### src/rtl/unified_mem_arbiter_if.sv
// Stage-side request/response signals and memory-macro signals shared by the
// unified memory arbiter; the arbiter binds the slave modport.
`timescale 1ns/1ps
interface unified_mem_arbiter_if #(
  parameter int ADDR_W = 32,
  parameter int DATA_W = 32
);
  logic              if_req;
  logic [ADDR_W-1:0] if_addr;
  logic              if_gnt;
  logic [DATA_W-1:0] if_rdata;
  logic              if_valid;

  logic              d_req;
  logic              d_we;
  logic [ADDR_W-1:0] d_addr;
  logic [DATA_W-1:0] d_wdata;
  logic              d_gnt;
  logic [DATA_W-1:0] d_rdata;
  logic              d_valid;

  logic              mem_en;
  logic              mem_we;
  logic [ADDR_W-1:0] mem_addr;
  logic [DATA_W-1:0] mem_wdata;
  logic [DATA_W-1:0] mem_rdata;

  logic              stall_if;
  logic              stall_pipe;

  modport slave (
    input  if_req, if_addr, d_req, d_we, d_addr, d_wdata, mem_rdata,
    output if_gnt, if_rdata, if_valid, d_gnt, d_rdata, d_valid,
           mem_en, mem_we, mem_addr, mem_wdata, stall_if, stall_pipe
  );

  modport master (
    output if_req, if_addr, d_req, d_we, d_addr, d_wdata, mem_rdata,
    input  if_gnt, if_rdata, if_valid, d_gnt, d_rdata, d_valid,
           mem_en, mem_we, mem_addr, mem_wdata, stall_if, stall_pipe
  );
endinterface

### src/rtl/unified_mem_arbiter.sv
// Arbitrates fetch (I) and memory-stage (D) accesses onto one fixed-latency
// single-port memory, returns registered read data and drives pipeline stalls.
`timescale 1ns/1ps
module unified_mem_arbiter #(
  parameter int ADDR_W     = 32,
  parameter int DATA_W     = 32,
  parameter int MEM_LAT    = 2,
  parameter int STARVE_MAX = 4
) (
  input  logic                  clk,
  input  logic                  rst,
  unified_mem_arbiter_if.slave  bus
);
  localparam int CNT_W = (MEM_LAT > 1) ? $clog2(MEM_LAT) : 1;
  localparam int STV_W = (STARVE_MAX > 0) ? $clog2(STARVE_MAX + 1) : 1;
  localparam logic [CNT_W-1:0] LAT_LAST = CNT_W'(MEM_LAT - 1);
  localparam logic [STV_W-1:0] STV_LIM  = STV_W'(STARVE_MAX);

  typedef enum logic [1:0] {IDLE, BUSY_I, BUSY_D} state_e;
  typedef enum logic [1:0] {WIN_NONE, WIN_I, WIN_D} win_e;

  state_e            state_q, state_d;
  logic [CNT_W-1:0]  lat_cnt_q, lat_cnt_d;
  logic [STV_W-1:0]  starve_q, starve_d;
  logic              owner_we_q, owner_we_d;
  logic [DATA_W-1:0] if_rdata_q, if_rdata_d;
  logic [DATA_W-1:0] d_rdata_q, d_rdata_d;
  logic              if_valid_q, if_valid_d;
  logic              d_valid_q, d_valid_d;
  win_e              win;

  // Grants are combinational, so they are also gated by reset to keep every
  // grant and memory strobe low while rst is held.
  always_comb begin
    win = WIN_NONE;
    if (rst && state_q == IDLE) begin
      if (bus.d_req && !(bus.if_req && starve_q == STV_LIM)) begin
        win = WIN_D;
      end else if (bus.if_req) begin
        win = WIN_I;
      end
    end
  end

  // NOTE: every signal gets a default before the case so no path leaves it unassigned (no latches).
  always_comb begin
    state_d    = state_q;
    lat_cnt_d  = lat_cnt_q;
    starve_d   = starve_q;
    owner_we_d = owner_we_q;
    if_rdata_d = if_rdata_q;
    d_rdata_d  = d_rdata_q;
    if_valid_d = 1'b0;
    d_valid_d  = 1'b0;
    unique case (state_q)
      IDLE: begin
        unique case (win)
          WIN_I: begin
            state_d    = BUSY_I;
            lat_cnt_d  = '0;
            starve_d   = '0;
            owner_we_d = 1'b0;
          end
          WIN_D: begin
            state_d    = BUSY_D;
            lat_cnt_d  = '0;
            owner_we_d = bus.d_we;
            if (bus.if_req && starve_q != STV_LIM) starve_d = starve_q + STV_W'(1);
          end
          default: ;
        endcase
        if (!bus.if_req) starve_d = '0;
      end
      BUSY_I, BUSY_D: begin
        lat_cnt_d = lat_cnt_q + CNT_W'(1);
        if (lat_cnt_q == LAT_LAST) begin
          state_d = IDLE;
          if (state_q == BUSY_I) begin
            if_rdata_d = bus.mem_rdata;
            if_valid_d = 1'b1;
          end else begin
            if (!owner_we_q) d_rdata_d = bus.mem_rdata;
            d_valid_d = 1'b1;
          end
        end
      end
      default: state_d = IDLE;
    endcase
  end

  // NOTE: sequential state uses non-blocking assignments so all registers update together at the edge.
  always_ff @(posedge clk or negedge rst) begin
    if (!rst) begin
      state_q    <= IDLE;
      lat_cnt_q  <= '0;
      starve_q   <= '0;
      owner_we_q <= 1'b0;
      if_rdata_q <= '0;
      d_rdata_q  <= '0;
      if_valid_q <= 1'b0;
      d_valid_q  <= 1'b0;
    end else begin
      state_q    <= state_d;
      lat_cnt_q  <= lat_cnt_d;
      starve_q   <= starve_d;
      owner_we_q <= owner_we_d;
      if_rdata_q <= if_rdata_d;
      d_rdata_q  <= d_rdata_d;
      if_valid_q <= if_valid_d;
      d_valid_q  <= d_valid_d;
    end
  end

  // Memory request is steered from the winner during the grant cycle only.
  always_comb begin
    bus.if_gnt    = (win == WIN_I);
    bus.d_gnt     = (win == WIN_D);
    bus.mem_en    = (win != WIN_NONE);
    bus.mem_we    = 1'b0;
    bus.mem_addr  = '0;
    bus.mem_wdata = '0;
    unique case (win)
      WIN_I: bus.mem_addr = bus.if_addr;
      WIN_D: begin
        bus.mem_we    = bus.d_we;
        bus.mem_addr  = bus.d_addr;
        bus.mem_wdata = bus.d_wdata;
      end
      default: ;
    endcase
  end

  assign bus.if_rdata   = if_rdata_q;
  assign bus.if_valid   = if_valid_q;
  assign bus.d_rdata    = d_rdata_q;
  assign bus.d_valid    = d_valid_q;
  assign bus.stall_if   = bus.if_req & ~if_valid_q;
  assign bus.stall_pipe = bus.d_req & ~d_valid_q;
endmodule

### src/flat_wrapper.sv
// flat-port wrapper written by rule: the top's interface ports become plain ports
module unified_mem_arbiter_flat 
#(
  parameter int ADDR_W     = 32,
  parameter int DATA_W     = 32,
  parameter int MEM_LAT    = 2,
  parameter int STARVE_MAX = 4
)
  (clk, rst, bus_if_req, bus_if_addr, bus_d_req, bus_d_we, bus_d_addr, bus_d_wdata, bus_mem_rdata, bus_if_gnt, bus_if_rdata, bus_if_valid, bus_d_gnt, bus_d_rdata, bus_d_valid, bus_mem_en, bus_mem_we, bus_mem_addr, bus_mem_wdata, bus_stall_if, bus_stall_pipe);
  unified_mem_arbiter_if #(.ADDR_W(ADDR_W), .DATA_W(DATA_W)) bus_i ();
  input  logic clk;
  input  logic rst;
  input wire logic [$bits(bus_i.if_req)-1:0] bus_if_req;
  input wire logic [$bits(bus_i.if_addr)-1:0] bus_if_addr;
  input wire logic [$bits(bus_i.d_req)-1:0] bus_d_req;
  input wire logic [$bits(bus_i.d_we)-1:0] bus_d_we;
  input wire logic [$bits(bus_i.d_addr)-1:0] bus_d_addr;
  input wire logic [$bits(bus_i.d_wdata)-1:0] bus_d_wdata;
  input wire logic [$bits(bus_i.mem_rdata)-1:0] bus_mem_rdata;
  output wire logic [$bits(bus_i.if_gnt)-1:0] bus_if_gnt;
  output wire logic [$bits(bus_i.if_rdata)-1:0] bus_if_rdata;
  output wire logic [$bits(bus_i.if_valid)-1:0] bus_if_valid;
  output wire logic [$bits(bus_i.d_gnt)-1:0] bus_d_gnt;
  output wire logic [$bits(bus_i.d_rdata)-1:0] bus_d_rdata;
  output wire logic [$bits(bus_i.d_valid)-1:0] bus_d_valid;
  output wire logic [$bits(bus_i.mem_en)-1:0] bus_mem_en;
  output wire logic [$bits(bus_i.mem_we)-1:0] bus_mem_we;
  output wire logic [$bits(bus_i.mem_addr)-1:0] bus_mem_addr;
  output wire logic [$bits(bus_i.mem_wdata)-1:0] bus_mem_wdata;
  output wire logic [$bits(bus_i.stall_if)-1:0] bus_stall_if;
  output wire logic [$bits(bus_i.stall_pipe)-1:0] bus_stall_pipe;
  assign bus_i.if_req = bus_if_req;
  assign bus_i.if_addr = bus_if_addr;
  assign bus_i.d_req = bus_d_req;
  assign bus_i.d_we = bus_d_we;
  assign bus_i.d_addr = bus_d_addr;
  assign bus_i.d_wdata = bus_d_wdata;
  assign bus_i.mem_rdata = bus_mem_rdata;
  assign bus_if_gnt = bus_i.if_gnt;
  assign bus_if_rdata = bus_i.if_rdata;
  assign bus_if_valid = bus_i.if_valid;
  assign bus_d_gnt = bus_i.d_gnt;
  assign bus_d_rdata = bus_i.d_rdata;
  assign bus_d_valid = bus_i.d_valid;
  assign bus_mem_en = bus_i.mem_en;
  assign bus_mem_we = bus_i.mem_we;
  assign bus_mem_addr = bus_i.mem_addr;
  assign bus_mem_wdata = bus_i.mem_wdata;
  assign bus_stall_if = bus_i.stall_if;
  assign bus_stall_pipe = bus_i.stall_pipe;
  unified_mem_arbiter #(.ADDR_W(ADDR_W), .DATA_W(DATA_W), .MEM_LAT(MEM_LAT), .STARVE_MAX(STARVE_MAX)) u_core (.clk(clk), .rst(rst), .bus(bus_i));
endmodule
### config.mk
export PLATFORM = sky130hd
export DESIGN_NAME = unified_mem_arbiter_flat
export DESIGN_NICKNAME = d
export VERILOG_FILES = /design/src/rtl/unified_mem_arbiter_if.sv /design/src/rtl/unified_mem_arbiter.sv /design/src/flat_wrapper.sv
export SDC_FILE = /design/constraint.sdc
export NUM_CORES = 1
export LEC_CHECK = 0
export BUFFER_PORTS_ARGS = -buffer_cell sky130_fd_sc_hd__buf_2
export CAP_MARGIN = 20
export CORE_AREA = 4 4 103 105
export CTS_CLUSTER_SIZE = 10
export DETAILED_ROUTE_END_ITERATION = 10
export DIE_AREA = 0 0 107 109
export GPL_ROUTABILITY_DRIVEN = 0
export PLACE_DENSITY_LB_ADDON = 0.3
export SLEW_MARGIN = 20
export SYNTH_ARGS = -nofsm -noshare
export SYNTH_HDL_FRONTEND = slang
export SYNTH_SLANG_ARGS = --single-unit
export TNS_END_PERCENT = 5
### constraint.sdc
create_clock -name clk -period 3 [get_ports clk]
set_input_delay 0.6 -clock clk [delete_from_list [all_inputs] [get_ports clk]]
set_output_delay 0.6 -clock clk [all_outputs]
set_load 0.01 [all_outputs]
==> results.json, run 1 <==
{
  "status": "completed",
  "cp_max_fo": 34,
  "yosys.area.top_type_share": 0.492,
  "setup_viol": 0,
  "fin_setup_tns_ns": 0,
  "cpMaxStageDelayCell": "dfrtp_1",
  "synthesis.nets": 457,
  "first_pass_iters": 4,
  "start_util": 0.385,
  "cap_violations": 0,
  "grt.total_usage": 0.188,
  "arrival_ns": 2.29,
  "num_vias": 3478,
  "cp-end-kind": "output port",
  "grt_max_degree": 74,
  "finalNonFillerCells": 724,
  "hold_start": "u_core.bus.d_rdata[20]",
  "rows": 36,
  "clk_latency_ns": 0.33,
  "rr_startpoint": "u_core.starve_q[0]",
  "irDropWorstVdd_v": 0.000681,
  "slew_viol_final": 0,
  "required_ns": 2.40,
  "drive_above_1_share": 0.649,
  "cts.path.max_buffers": 2,
  "whs_path_depth": 1,
  "die_w_um": 107,
  "post-place-ws_ns": 0.349,
  "reg2reg_slack_ns": 0.86,
  "fin_util": 0.579,
  "power_density_nw_per_um2": 827,
  "synth_area_leaders": "dfrtp_1 (49%), mux2_2 (19%), a22oi_1 (6.5%)",
  "yosys.area.top_type": "dfrtp_1",
  "yosysSeqAreaShare": 0.492,
  "numCtsBuffers": 9,
  "syn2layout_area_growth_pct": 50.4,
  "r2r_cells": 10,
  "fmax_mhz": 346,
  "reg2reg_to": "u_core.owner_we_q",
  "synth-seq-cells": 73,
  "fin_nets": 726,
  "clk_pin_slew_ns": 0.08,
  "crit_chain": "inv_1, ha_4, nand2_2, nand2_1, nand4_1, buf_4, ha_2, buf_12, a22oi_2, nor2b_4, buf_2",
  "syn_area_um2": 3710,
  "tightest_slew_ns": 0.889,
  "layout_commonest_cell": "buf_2",
  "clock_sinks": 73,
  "grt_overflow": 0,
  "synthCells": 316,
  "cts_tree": "done",
  "avgSynthCellArea_um2": 11.7,
  "hold_viol": 0,
  "timing.slew.headroom": 0.407,
  "antenna_found_initial": 1,
  "dp_hpwl_um": 9470,
  "port_buffers": 268,
  "cts-root-buf": "clkbuf_8",
  "critPathKind": "reg2out",
  "die_area_um2": 11700,
  "startpoint_type": "register",
  "final.min_clock_period_ns": 2.89,
  "fin_skew_ns": 0.00879,
  "via_per_inst": 4.80,
  "drt_iter0_markers": 179,
  "io_pins": 269,
  "leakage_nw": 2.80,
  "cts_max_level": 3,
  "grt_pass1_wl_um": 17300,
  "hold_class": "reg2reg",
  "totalWireLength_um": 12000,
  "period_share": 0.964,
  "final_cell_mix": "buf_2 (268), dfrtp_1 (73), mux2_2 (64)",
  "timing.final.ws_setup_ns": 0.108,
  "fp.dieH_um": 109,
  "wl_per_cell_um": 16.6,
  "synth.distinct_cells": 27,
  "holdPathEnd": "u_core.bus.d_rdata[20]",
  "grt_pass1_vias": 3459,
  "drc_errors": 0,
  "ant_nets": 0,
  "slowest_delay_ns": 0.43,
  "dp_cells": 704,
  "coreArea_um2": 9640,
  "yosys_warnings": 0
}
-- cell usage after synthesis --
library cell	count
nand4b_1	1
mux2_1	2
a22oi_1	32
a31oi_1	1
inv_1	7
o211ai_1	5
ha_1	8
nand3_1	3
buf_2	4
and4_1	1
dfrtp_1	73
nor2b_1	36
nand4_1	2
nor3_4	1
o21ai_0	1
xnor2_1	1
and3_1	2
mux2_2	64
buf_6	3
a21oi_1	2
nor2_1	5
nand2_1	7
and2_1	34
nand2b_1	3
clkbuf_1	16
mux2i_1	1
a211oi_1	1
-- state kept, by name (all words and copies together), names as in the netlist --
signal	count
u_core.bus.if_rdata	32
u_core.state_q	2
u_core.owner_we_q	1
u_core.bus.if_valid	1
u_core.lat_cnt_q	1
u_core.starve_q	3
u_core.bus.d_valid	1
u_core.bus.d_rdata	32
-- critical path: cells and delay by family (launching register included) --
family	cells	cell delay [ns]
and+or+nand+nor	4	0.33
DFF	1	0.43
adders and majority gates	2	0.35
AOI/OAI and AO/OA	1	0.23
buffers and inverters	4	0.63
-- report_power, final --
| part | internal, W | switching (W) |
|---|---|---|
| logic | 0.00115 | 0.00108 |
| clock network | 0.000327 | 0.000355 |
| registers | 0.00146 | 0.000248 |
| total | 0.00293 | 0.00168 |
-- stage by stage --
step / instance area [um^2] / hold slack (ns) / total power (W)
after floorplan: 3710 / 0.304 / 0.00290
after global placement: 5230 / 0.467 / 0.00377
after detailed placement: 5230 / 0.477 / 0.00386
after CTS: 5410 / 0.472 / 0.00456
after global routing: 5580 / 0.482 / 0.00493
final: 5580 / 0.490 / 0.00461
-- what timing repair did --
item	CTS	global route
resized for setup	1	26
endpoints found under the setup margin	1	65
gates cloned	0	1
pin swaps	0	5
hold buffers	0	0
setup buffers	0	2
-- final cells by class --
type	instances	area, um^2
well taps	133	166
clock inverters	5	40.0
repair buffers	281	1510
fillers	881	4060
clock buffers	11	141
inverters	7	26.3
multi-input cells	213	1870
diodes	1	2.50
flip-flops and latches	73	1830
-- per-layer routing --
metal	global-route usage	part of all wire
met3	0.0710	0.097
met2	0.340	0.52
met5	0	0
met4	0.0493	0.0067
met1	0.208	0.37
-- how the worst max path moves through the flow --
stage	depth (start not counted)	startpoint	end
floorplan	10	u_core.state_q[1]	bus_mem_addr[10]
global placement	9	u_core.starve_q[0]	bus_mem_addr[0]
detailed placement	9	u_core.starve_q[0]	bus_mem_addr[0]
CTS	9	u_core.starve_q[0]	bus_mem_addr[0]
global route	11	u_core.starve_q[0]	bus_mem_addr[8]
finish	11	u_core.starve_q[0]	bus_mem_addr[0]
-- logic make-up after synthesis --
group,count (synthesis),share of synthesized area
and+or+nand+nor,95,0.155
DFF,73,0.492
muxes,67,0.203
AOI/OAI and AO/OA,42,0.0826
buffers and inverters,30,0.0378
adders and majority gates,8,0.0270
xor gates and xnor gates,1,0.00236
(Power assumes the default switching activity.)
==> inputs of run 2 (changes only) <==
PLACE_DENSITY = 0.79   (was default)
PLACE_DENSITY_LB_ADDON = default   (was 0.3)
==> run 2 against run 1 <==
  * Hold slack got worse by 0.42 ns
  * Clock power rose by 10%
  * Utilization rose by 0.052 points
  * Count of clock-buffer cells in the layout decreased by 2
  * Sequential cell count unchanged
  * Non-clock buffer count unchanged
  * Via count grew 0.81%
  * Clock skew grew 0.0049 ns
  * Power up 1.6%
==> results.json, run 2 (synthesized netlist as in run 1, its figures left out) <==
{
  "antenna_found_initial": 0,
  "timing.slew.headroom": 0.435,
  "via_per_inst": 4.85,
  "fmax_mhz": 347,
  "syn2layout_area_growth_pct": 50.5,
  "finalNonFillerCells": 723,
  "cap_violations": 0,
  "first_pass_iters": 4,
  "power_density_nw_per_um2": 839,
  "required_ns": 2.40,
  "ant_nets": 0,
  "wl_per_cell_um": 17.1,
  "slew_viol_final": 0,
  "fin_total_pwr_w": 0.00469,
  "clock_sinks": 73,
  "final_cell_mix": "buf_2 (268), dfrtp_1 (72), mux2_2 (64)",
  "cts_tree": "done",
  "cp-end-kind": "output port",
  "tightest_slew_ns": 0.847,
  "postLayoutCellArea_um2": 5590,
  "die_w_um": 107,
  "dp_cells": 703,
  "coreArea_um2": 9640,
  "io_pins": 269,
  "irDropWorstVdd_v": 0.000498,
  "status": "completed",
  "fin_skew_ns": 0.0137,
  "fin_nets": 726,
  "cts_hold_buf": 0,
  "setup_viol": 0,
  "dp_hpwl_um": 9660,
  "antennaDiodeCount": 0,
  "drive_above_1_share": 0.641,
  "cts.path.max_buffers": 2,
  "place_area_um2": 5210,
  "cts_max_level": 3,
  "hold_class": "in2async",
  "fp.dieH_um": 109,
  "die_area_um2": 11700,
  "post-place-ws_ns": 0.320,
  "timing.final.ws_setup_ns": 0.121,
  "clk_pin_slew_ns": 0.09,
  "start_util": 0.385,
  "grt.total_usage": 0.195,
  "totalWireLength_um": 12300,
  "grt_pass1_wl_um": 17900,
  "critPathKind": "reg2out",
  "leakage_nw": 2.82,
  "port_buffers": 268,
  "fillCellCount": 848,
  "layout_commonest_cell": "buf_2",
  "numCtsBuffers": 9,
  "hold_viol": 0,
  "startpoint_type": "register",
  "final.min_clock_period_ns": 2.88,
  "grt_pass1_vias": 3554,
  "arrival_ns": 2.28,
  "grt_max_degree": 70,
  "drt_iter0_markers": 220,
  "clk_latency_ns": 0.35,
  "grt_overflow": 0,
  "drc_errors": 0,
  "rows": 36,
  "grt_setup_unrepaired": "yes",
  "num_vias": 3506,
  "cp_max_fo": 31,
  "period_share": 0.960,
  "cts-root-buf": "clkbuf_8"
}
[run 2: changes by cell type in the layout (fill, tap and decap cells not counted), sizes merged]
cell	before	now
clkinvlp	3	0
inv	8	11
clkinv	1	3
buf	280	279
clkbuf	12	11
diode	1	0
[run 2: layer usage]
| layer | routed length [um] | GRT usage | share of wire |
|---|---|---|---|
| met5 | 0 | 0 | 0 |
| met4 | 150 | 0.0511 | 0.012 |
| met3 | 1130 | 0.0604 | 0.092 |
| met2 | 6510 | 0.350 | 0.53 |
| met1 | 4540 | 0.227 | 0.37 |
[run 2: worst paths after layout]
kind / start / end / slack, ns / cells after the start
min reg2reg: u_core.bus.d_rdata[13] / u_core.bus.d_rdata[13] / 0.50 / 1
min: rst / u_core.state_q[1] / 0.07 / 1
max reg2reg: u_core.state_q[1] / u_core.bus.d_rdata[2] / 0.91 / 6
max in group asynchronous: rst / u_core.starve_q[0] / 1.81 / 2
max: u_core.starve_q[0] / bus_mem_addr[5] / 0.12 / 11
min in group clk: bus_mem_rdata[13] / u_core.bus.d_rdata[13] / 0.49 / 2
[run 2: worst max-delay path, cell delays in order, from the launching register on]
cell,delay [ns]
dfrtp_2,0.45
inv_2,0.08
ha_4,0.14
nand2_1,0.09
nand2_1,0.10
nand4_1,0.09
buf_4,0.17
ha_4,0.18
buf_12,0.16
a22oi_1,0.25
nor2b_1,0.07
buf_2,0.15
[run 2: report_power, final]
group / total (W) / leakage [nW] / internal, W / switching, W
Clock: 0.000754 / 0.0995 / 0.000325 / 0.000429
Sequential: 0.00171 / 0.867 / 0.00146 / 0.000252
Combinational: 0.00222 / 1.85 / 0.00115 / 0.00107
[run 2: what timing repair did]
action	4_1_cts	5_1_grt
gates cloned	0	2
setup buffers	0	2
gates resized for setup	5	22
pin swaps	1	3
setup endpoints to repair	32	65
[run 2: cell type report]
class | count | area (um^2) | share of cell area
Timing Repair Buffer | 281 | 1540 | 0.275
Sequential cell | 73 | 1830 | 0.327
Multi-Input combinational cell | 213 | 1830 | 0.328
Clock inverter | 7 | 71.3 | 0.0128
Inverter | 7 | 26.3 | 0.00470
Clock buffer | 9 | 124 | 0.0222
Tap cell | 133 | 166 | 0.0298
[run 2: stage by stage]
step,TNS [ns],util,hold WS [ns]
floorplan,0,-,0.304
global placement,0,0.540,0.445
detailed placement,0,0.540,0.437
CTS,-0.0632,0.563,0.0526
global route,0,0.580,0.0602
finish,0,0.580,0.0707
==> inputs of run 3 (changes only) <==
CORE_AREA = 3 3 102 104   (was 4 4 103 105)
DIE_AREA = 0 0 105 107   (was 0 0 107 109)
==> run 3 against run 2 <==
  * Power shrank 0.56%
  * Final area fell by 1.4%
  * Clock power rose by 3.3%
  * Die area is 3.7% lower
  * First-iteration DRC count is 9.1% lower
  * Register-to-register slack lost 0.03 ns
  * Critical path depth unchanged
  * Worst setup slack worse by 0.0051 ns
  * Utilization down 0.80 points
  * Hold slack better by 0.016 ns
  * Sequential power is essentially flat
  * Largest cell class is now flip-flops and latches
  * Wire length down 1.6%
  * Critical endpoint is now bus_mem_addr[1]
==> results.json, run 3 (synthesized netlist as in run 1, its figures left out) <==
{
  "port_buffers": 268,
  "required_ns": 2.40,
  "cts_tree": "done",
  "cp_num_cells": 11,
  "drc_errors": 0,
  "drt_iter0_markers": 200,
  "use_met1": 0.226,
  "leakage_nw": 2.81,
  "hold-worst-slack_ns": 0.0870,
  "status": "completed",
  "numCtsBuffers": 9,
  "first_pass_iters": 4,
  "io_pins": 269,
  "startpoint": "u_core.starve_q[1]",
  "ant_nets": 0,
  "critPathKind": "reg2out",
  "slowest_delay_ns": 0.40,
  "fin_nets": 725,
  "die_w_um": 105,
  "p_switching_w": 0.00167,
  "seqPwrFrac": 0.370,
  "syn2layout_area_growth_pct": 48.4,
  "fillCellCount": 845,
  "reg2reg_slack_ns": 0.88,
  "arrival_ns": 2.28,
  "setup_viol": 0,
  "p_int_w": 0.00299,
  "dp_hpwl_um": 9570,
  "fmax_mhz": 347,
  "finalNonFillerCells": 722,
  "num_vias": 3539,
  "cp_max_fo": 17,
  "fin_total_pwr_w": 0.00466,
  "clockPowerShare": 0.167,
  "clk_latency_ns": 0.33,
  "final_cell_mix": "buf_2 (268), dfrtp_1 (73), mux2_2 (64)",
  "dp_cells": 703,
  "use_met3": 0.0584,
  "cpMaxStageDelayCell": "dfrtp_1",
  "clk_pin_slew_ns": 0.07,
  "cp_top_family": "buffers and inverters",
  "tightest_slew_ns": 0.863,
  "critPathBufInv": 4,
  "crit_path_end": "bus_mem_addr[1]",
  "layout_commonest_cell": "buf_2",
  "top_usage_layer": "met2",
  "cap_violations": 0,
  "fin_util": 0.572,
  "grt_pass1_vias": 3554,
  "period_share": 0.961,
  "clock_sinks": 73,
  "power_density_nw_per_um2": 846,
  "grt_max_degree": 71,
  "timing.slew.headroom": 0.425,
  "fin_skew_ns": 0.0114,
  "final.min_clock_period_ns": 2.88,
  "die_area_um2": 11200,
  "coreArea_um2": 9640,
  "cts-root-buf": "clkbuf_8",
  "pwr-share-comb": 0.463,
  "irDropWorstVdd_v": 0.000570,
  "cts.path.max_buffers": 2,
  "cp-end-kind": "output port",
  "slew_viol_final": 0,
  "hold_viol": 0,
  "grt.total_usage": 0.199,
  "antennaDiodeCount": 0,
  "via_per_inst": 4.90,
  "startpoint_type": "register",
  "start_util": 0.385,
  "cts_max_level": 3,
  "wl_per_cell_um": 16.8,
  "antenna_found_initial": 0,
  "met2_usage": 0.363,
  "totalWireLength_um": 12100,
  "crit_chain": "inv_1, ha_2, nand2_2, nand2_1, nand4_1, buf_4, ha_4, buf_12, a22oi_2, nor2b_1, buf_2",
  "fp.dieH_um": 107,
  "hold_class": "in2async",
  "rr_startpoint": "u_core.starve_q[1]",
  "cts_hold_buf": 0,
  "grt_pass1_wl_um": 18000,
  "grt_overflow": 0,
  "r2r_cells": 10,
  "rows": 36,
  "drive_above_1_share": 0.623,
  "switching_share": 0.359,
  "reg2reg_to": "u_core.owner_we_q"
}
==> run 3: cell count changes in the layout (fill, tap and decap cells not counted), moves of 3 or more <==
| cell | delta |
|---|---|
| a22oi_1 | +3 |
| a22oi_2 | -3 |
| ha_4 | -3 |
| inv_1 | +3 |
| inv_2 | -3 |
| inv_6 | -3 |
==> run 3: power by group through the flow <==
stage | logic [W] | registers (W) | clock network (W)
CTS | 0.00211 | 0.00173 | 0.000801
floorplan | 0.000974 | 0.00192 | 0
global route | 0.00232 | 0.00178 | 0.000850
global placement | 0.00204 | 0.00170 | 0
finish | 0.00216 | 0.00173 | 0.000779
detailed placement | 0.00211 | 0.00174 | 0
==> run 3: metal layers <==
metal	vias up	wire length, um
li1	1638	-
met1	1718	4590
met2	164	6390
met3	19	989
met4	0	170
met5	-	0
==> run 3: what timing repair did <==
item	4_1_cts	5_1_grt
pin swaps	0	5
hold endpoints to repair	0	0
gates cloned	0	1
setup endpoints to repair	1	65
setup buffers	0	2
gates resized for setup	1	10
==> run 3: worst min-delay path by stage <==
stage	startpoint	to	cells after the start
4_1_cts	rst	u_core.bus.d_valid	1
3_3_place_gp	rst	u_core.bus.d_valid	1
6_report	rst	u_core.bus.d_valid	1
5_1_grt	rst	u_core.state_q[0]	1
3_5_place_dp	rst	u_core.bus.d_valid	1
2_1_floorplan	rst	u_core.bus.d_rdata[0]	0
==> run 3: through the flow <==
step / TNS [ns] / setup slack [ns] / instance area (um^2)
finish: 0 / 0.116 / 5510
global route: -0.0574 / -0.0195 / 5510
CTS: 0 / 0.0230 / 5420
detailed placement: 0 / 0.323 / 5210
global placement: 0 / 0.435 / 5210
floorplan: 0 / 0.186 / 3710
==> run 3: cell type report <==
cell class                      instances  area (um^2)  area share
Timing Repair Buffer                  280         1500       0.272
Clock buffer                           12          155      0.0282
Tap cell                              133          166      0.0302
Clock inverter                          4         51.3     0.00931
Multi-Input combinational cell        213         1780       0.324
Inverter                                7         26.3     0.00477
Sequential cell                        73         1830       0.332
